### src/rtl/sync_fifo_param_if.sv
// rtl/sync_fifo_param_if.sv - producer/consumer bundle for the single-clock FIFO
interface sync_fifo_param_if #(
    parameter int DATA_WIDTH = 8,
    parameter int ADDR_WIDTH = 4
);
    logic                  write_en;
    logic [DATA_WIDTH-1:0] write_data;
    logic                  read_en;
    logic                  err_clr;
    logic [DATA_WIDTH-1:0] read_data;
    logic                  read_valid;
    logic                  write_full;
    logic                  read_empty;
    logic                  almost_full;
    logic                  almost_empty;
    logic [ADDR_WIDTH:0]   count;
    logic                  overflow;
    logic                  underflow;

    // Producer/consumer side: drives requests, observes status and payload
    modport master (
        output write_en, write_data, read_en, err_clr,
        input  read_data, read_valid, write_full, read_empty,
        input  almost_full, almost_empty, count, overflow, underflow
    );

    // FIFO side
    modport slave (
        input  write_en, write_data, read_en, err_clr,
        output read_data, read_valid, write_full, read_empty,
        output almost_full, almost_empty, count, overflow, underflow
    );
endinterface

### src/rtl/sync_fifo_param.sv
// rtl/sync_fifo_param.sv - single-clock FIFO with watermarks, sticky errors and optional FWFT
module sync_fifo_param #(
    parameter int DATA_WIDTH = 8,
    parameter int DEPTH      = 16,
    parameter int ADDR_WIDTH = $clog2(DEPTH),
    parameter int AF_THRESH  = DEPTH - 2,
    parameter int AE_THRESH  = 2,
    parameter int FWFT       = 0
) (
    input  logic               clk,
    input  logic               rst,
    sync_fifo_param_if.slave   bus
);
    localparam logic [ADDR_WIDTH:0] FULL_CNT = (ADDR_WIDTH + 1)'(DEPTH);
    localparam logic [ADDR_WIDTH:0] AF_CNT   = (ADDR_WIDTH + 1)'(AF_THRESH);
    localparam logic [ADDR_WIDTH:0] AE_CNT   = (ADDR_WIDTH + 1)'(AE_THRESH);

    logic [DATA_WIDTH-1:0] mem [DEPTH];
    logic [ADDR_WIDTH-1:0] wr_ptr;
    logic [ADDR_WIDTH-1:0] rd_ptr;
    logic [ADDR_WIDTH:0]   cnt;
    logic                  full;
    logic                  empty;
    logic                  wr_acc;
    logic                  rd_acc;
    logic                  ovf_q;
    logic                  unf_q;

    // Every flag comes from the registered count, i.e. state at cycle start
    assign full   = (cnt == FULL_CNT);
    assign empty  = (cnt == '0);
    assign wr_acc = bus.write_en & ~full;
    assign rd_acc = bus.read_en & ~empty;

    // Storage write; not reset, and writes during reset are dropped
    always_ff @(posedge clk) begin
        if (rst && wr_acc) begin
            mem[wr_ptr] <= bus.write_data;
        end
    end

    // Pointers wrap naturally because DEPTH is a power of two
    always_ff @(posedge clk) begin
        if (!rst) begin
            wr_ptr <= '0;
            rd_ptr <= '0;
            cnt    <= '0;
        end else begin
            if (wr_acc) wr_ptr <= wr_ptr + 1'b1;
            if (rd_acc) rd_ptr <= rd_ptr + 1'b1;
            case ({wr_acc, rd_acc})
                2'b10:   cnt <= cnt + 1'b1;
                2'b01:   cnt <= cnt - 1'b1;
                default: cnt <= cnt;
            endcase
        end
    end

    // Sticky error flags; a new error in the same cycle beats err_clr
    always_ff @(posedge clk) begin
        if (!rst) begin
            ovf_q <= 1'b0;
            unf_q <= 1'b0;
        end else begin
            if (bus.write_en && full)   ovf_q <= 1'b1;
            else if (bus.err_clr)       ovf_q <= 1'b0;
            if (bus.read_en && empty)   unf_q <= 1'b1;
            else if (bus.err_clr)       unf_q <= 1'b0;
        end
    end

    assign bus.write_full   = full;
    assign bus.read_empty   = empty;
    assign bus.almost_full  = (cnt >= AF_CNT);
    assign bus.almost_empty = (cnt <= AE_CNT);
    assign bus.count        = cnt;
    assign bus.overflow     = ovf_q;
    assign bus.underflow    = unf_q;

    generate
        if (FWFT == 0) begin : g_reg_read
            logic [DATA_WIDTH-1:0] rd_data_q;
            logic                  rd_valid_q;

            // Registered read: payload lands one cycle after the accepted pop
            always_ff @(posedge clk) begin
                if (!rst) begin
                    rd_data_q  <= '0;
                    rd_valid_q <= 1'b0;
                end else begin
                    rd_valid_q <= rd_acc;
                    if (rd_acc) rd_data_q <= mem[rd_ptr];
                end
            end

            assign bus.read_data  = rd_data_q;
            assign bus.read_valid = rd_valid_q;
        end else begin : g_fwft_read
            // Head word is shown directly; zero while empty so reset reads as 0
            assign bus.read_data  = empty ? '0 : mem[rd_ptr];
            assign bus.read_valid = ~empty;
        end
    endgenerate
endmodule

### src/flat_wrapper.sv
// flat-port wrapper written by rule: the top's interface ports become plain ports
module sync_fifo_param_flat 
#(
    parameter int DATA_WIDTH = 8,
    parameter int DEPTH      = 16,
    parameter int ADDR_WIDTH = $clog2(DEPTH),
    parameter int AF_THRESH  = DEPTH - 2,
    parameter int AE_THRESH  = 2,
    parameter int FWFT       = 0
)
  (clk, rst, bus_write_en, bus_write_data, bus_read_en, bus_err_clr, bus_read_data, bus_read_valid, bus_write_full, bus_read_empty, bus_almost_full, bus_almost_empty, bus_count, bus_overflow, bus_underflow);
  sync_fifo_param_if #(.DATA_WIDTH(DATA_WIDTH), .ADDR_WIDTH(ADDR_WIDTH)) bus_i ();
  input  logic clk;
  input  logic rst;
  input wire logic [$bits(bus_i.write_en)-1:0] bus_write_en;
  input wire logic [$bits(bus_i.write_data)-1:0] bus_write_data;
  input wire logic [$bits(bus_i.read_en)-1:0] bus_read_en;
  input wire logic [$bits(bus_i.err_clr)-1:0] bus_err_clr;
  output wire logic [$bits(bus_i.read_data)-1:0] bus_read_data;
  output wire logic [$bits(bus_i.read_valid)-1:0] bus_read_valid;
  output wire logic [$bits(bus_i.write_full)-1:0] bus_write_full;
  output wire logic [$bits(bus_i.read_empty)-1:0] bus_read_empty;
  output wire logic [$bits(bus_i.almost_full)-1:0] bus_almost_full;
  output wire logic [$bits(bus_i.almost_empty)-1:0] bus_almost_empty;
  output wire logic [$bits(bus_i.count)-1:0] bus_count;
  output wire logic [$bits(bus_i.overflow)-1:0] bus_overflow;
  output wire logic [$bits(bus_i.underflow)-1:0] bus_underflow;
  assign bus_i.write_en = bus_write_en;
  assign bus_i.write_data = bus_write_data;
  assign bus_i.read_en = bus_read_en;
  assign bus_i.err_clr = bus_err_clr;
  assign bus_read_data = bus_i.read_data;
  assign bus_read_valid = bus_i.read_valid;
  assign bus_write_full = bus_i.write_full;
  assign bus_read_empty = bus_i.read_empty;
  assign bus_almost_full = bus_i.almost_full;
  assign bus_almost_empty = bus_i.almost_empty;
  assign bus_count = bus_i.count;
  assign bus_overflow = bus_i.overflow;
  assign bus_underflow = bus_i.underflow;
  sync_fifo_param #(.DATA_WIDTH(DATA_WIDTH), .DEPTH(DEPTH), .ADDR_WIDTH(ADDR_WIDTH), .AF_THRESH(AF_THRESH), .AE_THRESH(AE_THRESH), .FWFT(FWFT)) u_core (.clk(clk), .rst(rst), .bus(bus_i));
endmodule
### config.mk
export PLATFORM = sky130hd
export DESIGN_NAME = sync_fifo_param_flat
export DESIGN_NICKNAME = d
export VERILOG_FILES = /design/src/rtl/sync_fifo_param_if.sv /design/src/rtl/sync_fifo_param.sv /design/src/flat_wrapper.sv
export SDC_FILE = /design/constraint.sdc
export NUM_CORES = 1
export LEC_CHECK = 0
export BUFFER_PORTS_ARGS = -buffer_cell sky130_fd_sc_hd__buf_2
export CORE_UTILIZATION = 55
export DETAILED_ROUTE_END_ITERATION = 8
export GPL_ROUTABILITY_DRIVEN = 0
export PLACE_DENSITY = 0.83
export SETUP_SLACK_MARGIN = 0.4
export SYNTH_ARGS = -nofsm -noshare
export SYNTH_HDL_FRONTEND = slang
export SYNTH_SLANG_ARGS = --single-unit
### constraint.sdc
create_clock -name clk -period 2.8 [get_ports clk]
set_input_delay 0.42 -clock clk [delete_from_list [all_inputs] [get_ports clk]]
set_output_delay 0.42 -clock clk [all_outputs]
set_load 0.05 [all_outputs]
## Word-level counts from Yosys, hierarchy flattened

Memories as Yosys holds them, arrays and structs flattened. A register that Yosys moved wholly into a read port is not among the register bits.
Index checks and enable logic that the tools add are counted.

| operators by class | value |
|---|---|
| bitwise operators | 4 |
| $lt $le $gt $ge | 2 |
| $add $sub $neg | 4 |
| eq/ne operators | 3 |
| mux-type cells | 6 |
| reductions and logical operators | 8 |

Operator list:

| operator | number |
|---|---|
| case mux 5 bit (2 select lines) | 1 |
| adder 4 x 1 -> 4 bit (second input constant) | 2 |
| nonzero test 2 bit | 3 |
| adder 5 x 1 -> 5 bit (second input constant) | 1 |
| == test 5 bit (second input constant) | 1 |
| >= comparator 5 x 4 -> 1 bit (second input constant) | 1 |
| <= comparator 5 x 2 -> 1 bit (second input constant) | 1 |
| logical NOT 5 bit | 1 |
| two-way mux 1 bit | 5 |
| subtractor 5 x 1 -> 5 bit (second input constant) | 1 |
| logical AND 1 bit | 3 |
| AND 1 bit | 2 |
| == test 2 x 1 -> 1 bit (second input constant) | 1 |
| == test 2 bit (second input constant) | 1 |
| inverter 1 bit | 2 |
| logical NOT 1 bit | 1 |

| storage, ports and cells | value |
|---|---|
| word-level logic and storage cells | 34 |
| flip-flop bits (word level) | 16 |
| memories kept | 1 |
| output and inout bits | 20 |
| input bits | 13 |
| RAM bits | 128 |

Memory list:

| memory | words | bits a word | read ports | clocked after memory_dff | wr ports | line | RTL |
|---|---|---|---|---|---|---|---|
| u_core.mem | 16 | 8 | 1 | 1 | 1 | sync_fifo_param.sv:18 | `logic [DATA_WIDTH-1:0] mem [DEPTH];` |

## Logic depth before layout (Yosys ltp)

Gate-level depths: netlist of the first run.

| logic depth | value |
|---|---|
| depth in word-level cells | 6 |
| depth in mapped cells | 15 |

## Worst setup path before layout of the first run

No wires, ideal clock.

| path | value |
|---|---|
| path kind | register -> register |
| start | register u_core.cnt[2], in the netlist u_core.bus.count[2] |
| end | register u_core.cnt[4], in the netlist u_core.bus.count[4] |
| arrival | 3,307 ps |
| slack | -567 ps |
| data required time | 2,740 ps |
| cell stages (with the launch flop) | 16 |
| path buffers | 3 |
| cells stage by stage | dfxtp_1 -> buf_4 -> or3_4 -> nor3_4 -> nand2b_4 -> buf_12 -> inv_8 -> ha_1 -> clkbuf_1 -> xor2_1 -> ha_1 -> inv_1 -> o22ai_1 -> a2111oi_0 -> a311oi_1 -> nand2_1 |

| between the ends | value |
|---|---|
| cells in the longest elaborated chain, start to end | 5 |

RTL lines:

| what | line | RTL |
|---|---|---|
| start: declaration | sync_fifo_param.sv:21 | `logic [ADDR_WIDTH:0] cnt;` |
| start signal: assignment | sync_fifo_param.sv:52 | `2'b10: cnt <= cnt + 1'b1;` |
| start signal: assignment | sync_fifo_param.sv:53 | `2'b01: cnt <= cnt - 1'b1;` |
| start signal: assignment | sync_fifo_param.sv:54 | `default: cnt <= cnt;` |
| logical NOT 5 bit * | sync_fifo_param.sv:31 | `assign empty = (cnt == '0);` |
| net bus_read_empty | flat_wrapper.sv:22 | `output wire logic [$bits(bus_i.read_empty)-1:0] bus_read_empty;` |
| inverter 1 bit * | sync_fifo_param.sv:33 | `assign rd_acc = bus.read_en & ~empty;` |
| AND 1 bit * | sync_fifo_param.sv:33 |  |
| net u_core.rd_acc | sync_fifo_param.sv:25 | `logic rd_acc;` |
| == test 2 x 1 -> 1 bit / == test 2 bit (equally long branches) | sync_fifo_param.sv:51 | `case ({wr_acc, rd_acc})` |
| case mux 5 bit (2 select lines) / nonzero test 2 bit (equally long branches) | n/a |  |

Mark *: on every way through the listed nets, which the timed path passes. The rest lies on a longest branch.
A chain may end at the register's enable or synchronous reset.

## Worst setup path after layout of the first run

| path | value |
|---|---|
| start | register u_core.cnt[4], in the netlist u_core.bus.count[4] |
| end | register u_core.cnt[4], in the netlist u_core.bus.count[4] |

| between the ends | value |
|---|---|
| cells in the longest elaborated chain, start to end | 5 |

RTL lines:

| what | line |
|---|---|
| logical NOT 5 bit * | sync_fifo_param.sv:31 |
| inverter 1 bit * | sync_fifo_param.sv:33 |
| AND 1 bit * | sync_fifo_param.sv:33 |
| net u_core.rd_acc | sync_fifo_param.sv:25 |
| == test 2 x 1 -> 1 bit / == test 2 bit (equally long branches) | sync_fifo_param.sv:51 |
| case mux 5 bit (2 select lines) / nonzero test 2 bit (equally long branches) | n/a |

Marked as above.

==> results of run 1 <==
worst reg2reg max path, delay by kind of cell, from the launching register on:
kind            cells  cell delay (ps)
fa+ha+maj           2              370
flops               1              350
compound gates      3              660
xor+xnor            1              140
simple gates        4              820
buf+inv             1               30
worst min-delay path by stage:
stage          cells after the start                                    to                                  from
2_1_floorplan                      0            u_core.mem[0][0]$_DFFE_PP_                     bus_write_data[0]
3_3_place_gp                       2      u_core.bus.count[2]$_SDFFE_PN0P_      u_core.bus.count[2]$_SDFFE_PN0P_
3_5_place_dp                       2  u_core.bus.read_data[6]$_SDFFE_PN0N_  u_core.bus.read_data[6]$_SDFFE_PN0N_
4_1_cts                            3     u_core.bus.underflow$_SDFFE_PN0P_                           bus_read_en
5_1_grt                            3     u_core.bus.underflow$_SDFFE_PN0P_                           bus_read_en
6_report                           3      u_core.bus.overflow$_SDFFE_PN0P_                          bus_write_en
sequential cells by signal (all words and copies together), names as in the netlist:
| signal | count |
|---|---|
| u_core.mem | 128 |
| u_core.bus.read_data | 8 |
| u_core.bus.count | 5 |
| u_core.rd_ptr | 4 |
| u_core.wr_ptr | 4 |
| u_core.bus.overflow | 1 |
| u_core.bus.read_valid | 1 |
| u_core.bus.underflow | 1 |
kinds of logic (layout without fill, tap and decap cells):
kind of cell / Yosys count / after routing / share of synthesized area
compound gates: 28 / 28 / 0.0331
xor+xnor: 9 / 9 / 0.0127
fa+ha+maj: 8 / 8 / 0.0161
buf+inv: 30 / 108 / 0.0252
flops: 152 / 152 / 0.697
mux: 50 / 50 / 0.145
simple gates: 79 / 79 / 0.0710
cells in the mapped netlist (all sizes together) (3+ instances only):
master,number
mux2i,18
nand3,16
nand2,11
inv,8
nor2,20
nor2b,9
a21oi,9
dfxtp,24
nand4,3
nor3,5
mux4,32
buf,11
o221ai,8
edfxtp,128
nand2b,5
clkbuf,11
ha,8
xnor2,7
and2,6
layout make-up:
class	count	area, sq um	share of cell area
Clock inverter	14	248	0.0333
Timing Repair Buffer	69	440	0.0591
Inverter	8	37.5	0.00504
Sequential cell	152	4330	0.582
Tap cell	140	175	0.0235
Clock buffer	17	425	0.0571
Multi-Input combinational cell	174	1790	0.240
per-layer routing:
metal | part of all wire | track usage | routed length, um
met2 | 0.52 | 0.396 | 6510
met5 | 0 | 0 | 0
met1 | 0.39 | 0.281 | 4910
met3 | 0.073 | 0.0784 | 926
met4 | 0.021 | 0.114 | 266
per-stage QoR:
step	cells	worst slack, ps	hold WS, ps	power (mW)	area, sq um
3_5_place_dp	531	130	494	4.40	6650
4_1_cts	572	408	319	7.13	7410
2_1_floorplan	356	-348	519	4.10	6270
3_3_place_gp	531	292	509	4.36	6650
5_1_grt	574	246	338	7.40	7450
6_report	574	316	332	7.16	7450
where the power goes:
part | internal [mW] | switching (mW)
sequential | 2.59 | 0.143
clock | 1.68 | 0.899
combinational | 0.738 | 1.11
what timing repair did:
item,in CTS,in global routing
resized for setup,4,5
endpoints found under the setup margin,2,8
pin swaps,6,3
buffers inserted,10,2
hold buffers,0,0
==> results.md, run 1 <==
- Global-route wire length before repair: 19200 um
- Synth-to-Final Area Change: 20.0%
- Synth unique cells: 43
- Area of the die: 0.0117 sq mm
- Max incr delay on CP: 400 ps
- Most frequent cells in the layout: edfxtp_1, buf_4, mux4_2
- Top_reg_cell synth: edfxtp_1
- Period minus WS final: 2480 ps
- Synth warn: 0
- Grt total ovfl: 0
- Worst-path cell chain: or3_4, nor3_4, nand2b_4, inv_8, ha_4, xor2_2, ha_2, o211ai_1, a21oi_1, a311oi_1, nand2_1
- LEAKAGE: 2.57 nW
- DRT Pass-1 Iters: 5
- Cts bufs inserted: 17
- Mapped Avg Cell Area: 17.4 sq um
- I/O pin count: 33
- TritonCTS clock tree: yes
- Vias per cell: 6.01
- Core Footprint: 0.0109 sq mm
- Synth Register Bits: 152
- Fillers: 706
- Share of layout cells above drive strength 1: 0.357
- CP Capture Type: flop
- Final setup vio count: 0
- Post-Syn Area: 0.00621 sq mm
- Post-synth EDFFs: 128
- Worst path bufs/invs: 1
- Setup crit start kind: flop
- Setup TNS Final: 0 ps
- Sequential share of the synthesized area: 0.697
- Final Max Slew Viols: 0
- WP data required: 3110 ps
- # rows: 38
- Fmax: 403 MHz
- Max Cap Viol: 0
- Mapped Nets: 377
- RR Endpoint: u_core.bus.count[4]$_SDFFE_PN0P_
- Clock-pin slew of the registers on the worst-case setup and hold paths: 60 ps
- Post-route ant nets: 0
- Worst VDD drop: 0.767 mV
- N_diodes: 0
- Largest net degree at the start of global routing: 21
- DRC: 0
- Crit share post-route: 0.887
- Initial antenna violation count: 0
- Routed Wire Length: 12600 um
- Avg WL per Cell: 22.0 um
- Starting density of the core: 0.568
- Pwr Density: 961 mW/mm^2
- # clock sinks: 152
- Die Wd: 108 um
- Core Util, Final: 0.681
- Longest Clk Path Bufs: 2
- FF-to-FF path depth: 11
- Min-delay worst type: in -> reg
- CP Launch Point: u_core.bus.count[4]$_SDFFE_PN0P_
- GR Util All Layers: 0.239
- Fin nets: 443
- Die Span Y: 108 um
- Slew margin rel.: 0.555
- Top cell type's share of synthesized area: 0.619
- Post-synth top area cell: edfxtp_1
- Buffers on Ports: 32
- Crit Path Class: reg -> reg
- Vias in the first global route: 3564
- Mapped Cells: 356
- Clk root buf: clkbuf_16
- Final hold violation count: 0
- Post-DP HPWL: 7570 um
- Worst-margin pin slew: 666 ps
- H-tree depth: 4
- Clock latency at the later pin of the worst-skew pair: 420 ps
- Initial DRC count: 291
- Final Skew: 9.69 ps
- CP top delay family: simple AND/OR/NAND/NOR gates
- Crit Path Max Fanout: 3
- Worst r2r src: u_core.bus.count[4]$_SDFFE_PN0P_
- Largest cells by area after synthesis: edfxtp_1, mux4_2, dfxtp_1
- Status: finished clean
- Slowest cell on the critical path: or3_4
- Ys async rst share: 0
- R2R setup slack: 320 ps
- WP data arrival: 2790 ps
- Levels on crit path: 11
- Most common cell after layout, fill and taps aside: edfxtp_1
- RSZ-0062 raised after global routing: yes
- Vias: 3451
- Setup crit end: u_core.bus.count[4]$_SDFFE_PN0P_
(Power assumes the default switching activity.)
==> inputs of run 2 (changes only) <==
- CAP_MARGIN: unset -> 20
- CELL_PAD_IN_SITES_DETAIL_PLACEMENT: unset -> 1
- CELL_PAD_IN_SITES_GLOBAL_PLACEMENT: unset -> 1
- CORE_UTILIZATION: 55 -> 47
- PLACE_DENSITY: 0.83 -> 0.82
==> run 2 against run 1 <==
Compared with the run above:
- clock skew down 0.62 ps
- worst setup slack better by 70 ps
- global-route usage decreased by 0.66 points
- clock power shrank 14%
- sequential cell count did not move
- register-to-register slack improved by 70 ps
- combinational power shrank 2%
- final cell count is 4.9% higher
- hold slack worse by 32 ps
- cell area down 1.1%
- critical path depth rose by 1
- count of clock-buffer cells in the layout grew 1
- largest power group unchanged
- highest routed layer unchanged
==> results.md, run 2 (synthesis gave the netlist of run 1 again) <==
- Area of the die: 0.0137 sq mm
- # clock sinks: 152
- WP data arrival: 2720 ps
- Die Span Y: 117 um
- Buffers on Ports: 32
- Die Wd: 117 um
- Most frequent CP cell: buf_4
- Fin nets: 438
- Clk root buf: clkbuf_16
- Largest register FFs: 128
- Routed Wire Length: 14200 um
- Final setup vio count: 0
- Hold WS: 300 ps
- Fin cells: 602
- Slew margin rel.: 0.738
- Max Cap Viol: 0
- Cells on Worst Hold Path: 3
- Clock-pin slew of the registers on the worst-case setup and hold paths: 60 ps
- Period minus WS final: 2410 ps
- Top reg by flops: u_core.mem
- Final hold violation count: 0
- Hold buffer count at CTS: 0
- Inst Count DP: 561
- Min-delay worst type: in -> reg
- Worst VDD drop: 0.757 mV
- Grt total ovfl: 0
- Starting density of the core: 0.488
- Final Skew: 9.07 ps
- GR Util All Layers: 0.232
- Slowest cell on the critical path: or3_4
- Status: finished clean
- Fillers: 1192
- Final Max Slew Viols: 0
- Most common cell after layout, fill and taps aside: edfxtp_1
- # rows: 41
- H-tree depth: 4
- Worst slack, placed: 124 ps
- Worst r2r src: u_core.bus.count[4]$_SDFFE_PN0P_
- Max incr delay on CP: 400 ps
- Worst hold start: bus_write_en
- DRT Pass-1 Iters: 4
- Cts bufs inserted: 17
- Worst-margin pin slew: 393 ps
- Longest Clk Path Bufs: 2
- Initial DRC count: 233
- Fmax: 414 MHz
- Vias in the first global route: 3591
- Setup WS post-layout: 386 ps
- Share of layout cells above drive strength 1: 0.344
- Worst-path cell chain: or3_4, nor3_4, nand2b_4, inv_8, ha_4, buf_4, ha_2, o211ai_1, buf_4, nand4_1, a22o_1, nand2_1
- Synth-to-Final Area Change: 18.7%
- Largest net degree at the start of global routing: 36
- I/O pin count: 33
- CP Capture Type: flop
- FF-to-FF path depth: 12
- Core Footprint: 0.0127 sq mm
- Avg WL per Cell: 23.6 um
- Post-DP HPWL: 8870 um
- Most frequent cells in the layout: edfxtp_1, mux4_2, buf_2
- WHS Endpoint: u_core.bus.overflow$_SDFFE_PN0P_
- Crit Path Class: reg -> reg
- Crit Path Max Fanout: 5
- Setup crit start kind: flop
- Crit share post-route: 0.862
- Clock latency at the later pin of the worst-skew pair: 420 ps
- Pwr Density: 917 mW/mm^2
- TritonCTS clock tree: yes
- Global-route wire length before repair: 21400 um
- WP data required: 3100 ps
- LEAKAGE: 2.49 nW
- RSZ-0062 raised after global routing: yes
- Post-route ant nets: 0
- DRC: 0
- R2R setup slack: 390 ps
- RR Endpoint: u_core.bus.count[4]$_SDFFE_PN0P_
- Vias: 3424
- Initial antenna violation count: 0
- Vias per cell: 5.69
- N_diodes: 0
==> run 2: final cells by class <==
class	count	area [sq um]	share of cell area
Inverter	8	37.5	0.00510
Tap cell	172	215	0.0292
Sequential cell	152	4330	0.588
Clock buffer	18	429	0.0583
Timing Repair Buffer	64	425	0.0578
Clock inverter	14	150	0.0204
Multi-Input combinational cell	174	1780	0.241
==> run 2: how the worst max path moves through the flow <==
stage	slack (ps)	from	depth (start not counted)	end
finish	390	u_core.bus.count[4]$_SDFFE_PN0P_	12	u_core.bus.count[4]$_SDFFE_PN0P_
CTS	380	u_core.bus.count[4]$_SDFFE_PN0P_	12	u_core.bus.count[4]$_SDFFE_PN0P_
detailed placement	120	u_core.bus.count[2]$_SDFFE_PN0P_	12	u_core.bus.count[4]$_SDFFE_PN0P_
global route	260	u_core.bus.count[4]$_SDFFE_PN0P_	11	u_core.bus.count[4]$_SDFFE_PN0P_
floorplan	-350	u_core.bus.count[2]$_SDFFE_PN0P_	15	u_core.bus.count[4]$_SDFFE_PN0P_
global placement	280	u_core.bus.count[2]$_SDFFE_PN0P_	12	u_core.bus.count[4]$_SDFFE_PN0P_
==> run 2: power by group <==
group | leakage [nW] | switching, mW | total, mW | internal (mW)
clock network | 0.279 | 0.913 | 2.23 | 1.32
registers | 1.35 | 0.121 | 2.71 | 2.59
logic | 0.864 | 1.14 | 1.81 | 0.676
==> run 2: repair_timing <==
item	4_1_cts	5_1_grt
endpoints found under the setup margin	2	2
buffers inserted	7	2
resized for setup	4	1
pin swaps	7	3
==> run 2: worst max-delay path: cells and delay by family (launching register included) <==
kind / cells / cell delay [ps]
simple gates: 5 / 850
fa+ha+maj: 2 / 520
flops: 1 / 350
buf+inv: 3 / 320
compound gates: 2 / 250
==> run 2: per-layer routing <==
layer,share of wire,GRT usage
met1,0.41,0.287
met2,0.53,0.400
met3,0.045,0.0489
met4,0.019,0.0954
met5,0,0
==> run 2: metrics by stage <==
step,power [mW],TNS [ps],util,instance area (sq um)
final,6.75,0,0.579,7370
after global routing,7.02,0,0.579,7370
after CTS,6.79,0,0.578,7350
after detailed placement,4.46,0,0.527,6700
after global placement,4.41,0,0.527,6700
after floorplan,4.10,-570,-,6270
